$ cat config.mk
export PLATFORM = sky130hd
export DESIGN_NAME = pzcorebus_upsizer_response_path
export DESIGN_NICKNAME = d
export VERILOG_FILES = /design/src/rtl/pzcorebus_upsizer_response_path.sv
export SDC_FILE = /design/constraint.sdc
export NUM_CORES = 1
export LEC_CHECK = 0
export ABC_CLOCK_PERIOD_IN_PS = 3700
export CAP_MARGIN = 20
export CORE_MARGIN = 5
export CORE_UTILIZATION = 41
export CTS_CLUSTER_SIZE = 24
export DETAILED_ROUTE_END_ITERATION = 10
export PLACE_DENSITY = 0.83
export SYNTH_ARGS = -nofsm -noshare
export SYNTH_HDL_FRONTEND = slang
export SYNTH_SLANG_ARGS = --single-unit
$ cat constraint.sdc
create_clock -name i_clk -period 3.7 [get_ports i_clk]
set_input_delay 0.925 -clock i_clk [delete_from_list [all_inputs] [get_ports i_clk]]
set_output_delay 0.925 -clock i_clk [all_outputs]
set_load 0.005 [all_outputs]
$ cat src/rtl/pzcorebus_upsizer_response_path.sv
// rtl/pzcorebus_upsizer_response_path.sv - unpacks wide read-response beats into narrow beats
// Per-read start lane and length come from the request path through an in-order info FIFO.
module pzcorebus_upsizer_response_path #(
  parameter  int NARROW_DATA_WIDTH = 32,
  parameter  int CONVERSION_RATIO  = 4,
  parameter  int ID_WIDTH          = 8,
  parameter  int RESP_WIDTH        = 2,
  parameter  int LENGTH_WIDTH      = 8,
  parameter  int INFO_DEPTH        = 4,
  localparam int LW                = $clog2(CONVERSION_RATIO),
  localparam int WIDE              = NARROW_DATA_WIDTH * CONVERSION_RATIO
)(
  input  logic                         i_clk,
  input  logic                         i_rst_n,
  input  logic                         i_info_valid,
  output logic                         o_info_ready,
  input  logic [LW-1:0]                i_info_offset,
  input  logic [LENGTH_WIDTH-1:0]      i_info_length,
  input  logic                         i_wide_sresp_valid,
  output logic                         o_wide_mresp_accept,
  input  logic [RESP_WIDTH-1:0]        i_wide_sresp,
  input  logic [ID_WIDTH-1:0]          i_wide_sid,
  input  logic                         i_wide_has_data,
  input  logic [WIDE-1:0]              i_wide_sdata,
  input  logic                         i_wide_sresp_last,
  output logic                         o_narrow_sresp_valid,
  input  logic                         i_narrow_mresp_accept,
  output logic [RESP_WIDTH-1:0]        o_narrow_sresp,
  output logic [ID_WIDTH-1:0]          o_narrow_sid,
  output logic [NARROW_DATA_WIDTH-1:0] o_narrow_sdata,
  output logic                         o_narrow_sresp_last
);

  localparam int AW = $clog2(INFO_DEPTH);

  logic [LW-1:0]           info_offset [INFO_DEPTH];
  logic [LENGTH_WIDTH-1:0] info_length [INFO_DEPTH];
  logic [AW:0]             wr_ptr;
  logic [AW:0]             rd_ptr;
  logic                    fifo_full;
  logic                    fifo_empty;
  logic                    push;
  logic                    pop;

  logic                    busy_q;
  logic [LW-1:0]           lane_q;
  logic [LENGTH_WIDTH-1:0] rem_q;

  logic [LW-1:0]           lane;
  logic [LENGTH_WIDTH-1:0] rem;
  logic [LW-1:0]           sel_lane;
  logic                    data_valid;
  logic                    data_last;
  logic                    data_hs;
  logic [NARROW_DATA_WIDTH-1:0] lanes [CONVERSION_RATIO];

  // Extra pointer bit distinguishes full from empty when the indices match.
  assign fifo_full    = (wr_ptr[AW] != rd_ptr[AW]) && (wr_ptr[AW-1:0] == rd_ptr[AW-1:0]);
  assign fifo_empty   = (wr_ptr == rd_ptr);
  assign o_info_ready = !fifo_full;
  assign push         = i_info_valid && !fifo_full;

  always_ff @(posedge i_clk) begin
    if (push) begin
      info_offset[wr_ptr[AW-1:0]] <= i_info_offset;
      info_length[wr_ptr[AW-1:0]] <= i_info_length;
    end
  end

  for (genvar g = 0; g < CONVERSION_RATIO; g++) begin : g_lane
    assign lanes[g] = i_wide_sdata[g*NARROW_DATA_WIDTH +: NARROW_DATA_WIDTH];
  end

  // The head of the FIFO is only consulted for the first narrow beat of a read.
  assign lane       = busy_q ? lane_q : info_offset[rd_ptr[AW-1:0]];
  assign rem        = busy_q ? rem_q  : info_length[rd_ptr[AW-1:0]];
  assign data_valid = i_wide_sresp_valid && !fifo_empty;
  assign data_last  = (rem == LENGTH_WIDTH'(1));
  assign data_hs    = i_wide_has_data && data_valid && i_narrow_mresp_accept;
  assign pop        = data_hs && data_last;

  always_comb begin
    o_narrow_sresp_valid = i_wide_sresp_valid;
    o_narrow_sresp_last  = i_wide_sresp_last;
    o_wide_mresp_accept  = i_wide_sresp_valid && i_narrow_mresp_accept;
    sel_lane             = '0;
    if (i_wide_has_data) begin
      o_narrow_sresp_valid = data_valid;
      o_narrow_sresp_last  = data_last;
      o_wide_mresp_accept  = data_hs && ((lane == LW'(CONVERSION_RATIO - 1)) || data_last);
      sel_lane             = lane;
    end
  end

  assign o_narrow_sresp = i_wide_sresp;
  assign o_narrow_sid   = i_wide_sid;
  assign o_narrow_sdata = lanes[sel_lane];

  always_ff @(posedge i_clk or negedge i_rst_n) begin
    if (!i_rst_n) begin
      wr_ptr <= '0;
      rd_ptr <= '0;
      busy_q <= 1'b0;
      lane_q <= '0;
      rem_q  <= '0;
    end else begin
      if (push) wr_ptr <= wr_ptr + (AW+1)'(1);
      if (pop)  rd_ptr <= rd_ptr + (AW+1)'(1);
      if (data_hs) begin
        busy_q <= !data_last;
        lane_q <= lane + LW'(1);
        rem_q  <= rem - LENGTH_WIDTH'(1);
      end
    end
  end

endmodule

==> reports/results.ini <==
[synth]
yosysSeqAreaShare=0.415
postSynthAreaPerCell_um2=10.8
synth_warnings=0
syn-cell-area_um2=3920
async_flop_share=0.298
syn_inst=361
synth-edff-count=40
ys.flop_type=edfxtp_1
synth_cell_types=47
synth_seq_cells=57
syn_nets=524

[sta]
tns_ns=0
whs_ns=0.489
setup_ws_ns=0.0368
max_slew_margin=0.488
tightestPinTransition_ns=0.765
rsz0062_at_grt=true
clock_skew_ns=0.00894
drv_slew=0
fin_crit_ns=3.66
setup_violations=0
hold_viol=0
layout_worst_path_cycle_share=0.990
fmax_mhz=273

[die]
core_area_um2=9280
row_count=35
die-area_um2=11600
ios=201
die_height_um=108
die_x_um=108
initial_utilization=0.422

[global_routing]
grt_pass1_wl_um=18400
grt_overflow_total=0
grt_usage=0.205
antenna_found_initial=0
first_global_vias=3503
grt_start_max_net_pins=41

[layout]
drive_above_1_share=0.136
stdcell_area_um2=6320
layout.cells.non_filler=686
final_nets=715
syn_to_final_growth_pct=61.4
utilization=0.681
diodes=0
fillCellCount=700

[worst_setup_path]
cp_max_fo=6
worstSetupPathType=flop to primary output
start_kind=flop
cp_cell_sequence=buf_12, mux4_1, nand2_1, nand2_2, nand2_2, buf_12, buf_6, mux2i_1, mux2i_1, clkdlybuf4s50_1
cpMaxStageDelayCell=mux4_1
critPathCaptureType=primary output
arrival_ns=2.74
cp.required_ns=2.77
max_stage_delay_ns=0.53

[drt]
route.detailed.drc=0
via_per_inst=5.17
num_vias=3548
dr.pass1.iters=4
drt-initial-drc-count=191
totalWireLength_um=12600
route.detailed.wl_per_inst_um=18.4
antenna_left=0

[power_and_ir_drop]
switching_share=0.341
power.switching_mw=1.03
combPwrFrac=0.502
power.static_leakage_nw=2.78
power_density_nw_per_um2=478
p_total_mw=3.02
p_clk_frac=0.196
intPower_mw=1.99
p_seq_frac=0.302
ir_drop_uv=468

[job]
drv_cap=0

[cts]
holdBufCountCts=0
cts_sinks=57
ctsHtreeMaxLevel=3
cts_inserted_buffers=9
clock_latency_ns=0.34
clkTransAtPathRegs_ns=0.06
clock_path_buffers=2
ctsRootBufferMaster=clkbuf_8
cts_tree=done

[placed_design]
dp.cells=659
hpwl_um=9940
gp_congestion=0.904
io_buffers=180
post-place-ws_ns=-0.102
place_area_um2=5920

[run_status]
status=complete, no violations

[min_path]
hp-class=flop to flop

flip-flops by register name, summed over array words and instances, names as in the netlist:
signal and count:
busy_q 1, lane_q 2, rd_ptr 3, rem_q 8, info_offset 8, info_length 32
wr_ptr 3
worst max-delay path: cells and delay by family, from the launching register on:
| kind | cells | cell delay, ns |
|---|---|---|
| muxes | 3 | 0.87 |
| and+or+nand+nor | 3 | 0.28 |
| buffers and inverters | 4 | 0.85 |
| DFF | 1 | 0.39 |
synthesized netlist by cell type (all sizes together) (5+ instances only):
library cell,number,area [um^2]
buf,22,144
ha,8,100
edfxtp,40,1200
clkbuf,12,45.0
inv,7,26.3
nand3b,33,248
dfrtp,17,425
nand2,25,96.4
o21ai,45,225
nor3,5,25.0
mux2i,76,761
xnor2,9,78.8
power by group through the flow:
stage	combinational, mW	clock (mW)	sequential (mW)
finish	1.52	0.592	0.914
CTS	1.50	0.599	0.915
global route	1.65	0.637	0.930
global placement	1.46	0	0.918
floorplan	0.807	0	0.900
detailed placement	1.49	0	0.927
path summary, 6_finish.rpt:
path	slack, ns	startpoint	depth (start not counted)	end
min reg2reg	0.49	wr_ptr[2]	1	wr_ptr[2]
max in group asynchronous	2.14	i_rst_n	1	rd_ptr[1]
max reg2reg	1.12	rd_ptr[0]	10	rd_ptr[1]
max	0.04	rd_ptr[0]	10	o_narrow_sdata[14]
min	0.49	wr_ptr[2]	1	wr_ptr[2]
min in group asynchronous	1.03	i_rst_n	1	rem_q[7]
logic make-up (layout without fill, tap and decap cells):
logic type,count (synthesis),in the layout,synth area share
adder cells (fa/ha/maj),8,8,0.0256
flip-flops,57,57,0.415
buffers and inverters,41,237,0.0550
multiplexers,84,84,0.235
XOR/XNOR,13,13,0.0291
AO/OA/AOI/OAI,64,64,0.0965
AND/OR/NAND/NOR,94,94,0.144
layout make-up:
type / instances / area [um^2] / area share
timing repair buffer: 214 / 2190 / 0.347
clock buffer: 12 / 155 / 0.0245
multi-input combinational: 263 / 2110 / 0.334
tap: 129 / 161 / 0.0255
clock inverter: 4 / 51.3 / 0.00811
inverter: 7 / 26.3 / 0.00416
sequential: 57 / 1630 / 0.257
per-layer routing:
layer / GRT usage / share of wire / up-vias
met1: 0.233 / 0.39 / 1672
li1: - / - / 1730
met2: 0.375 / 0.52 / 133
met4: 0.0424 / 0.014 / 0
met5: 0 / 0 / -
met3: 0.0672 / 0.081 / 13
cell usage in the layout, fill, tap and decap left out, drive strengths merged, types with 4 or more instances in the layout:
master,n
and3,4
buf,34
clkbuf,13
clkdlybuf4s50,147
dfrtp,17
dlygate4sd2,12
dlymetal6s2s,18
edfxtp,40
ha,8
inv,7
mux2,4
mux2i,76
mux4,4
nand2,25
nand3,4
nand3b,33
nor2,4
nor2b,4
nor3,5
o21ai,45
or3,4
xnor2,9
xor2,4
timing repair:
item | CTS | global route
gates resized for setup | 22 | 38
setup endpoints to repair | 32 | 25
cloned | 1 | 0
pin swaps | 1 | 3
setup buffers | 4 | 6
Note: power is estimated with default switching activity, not from simulation.
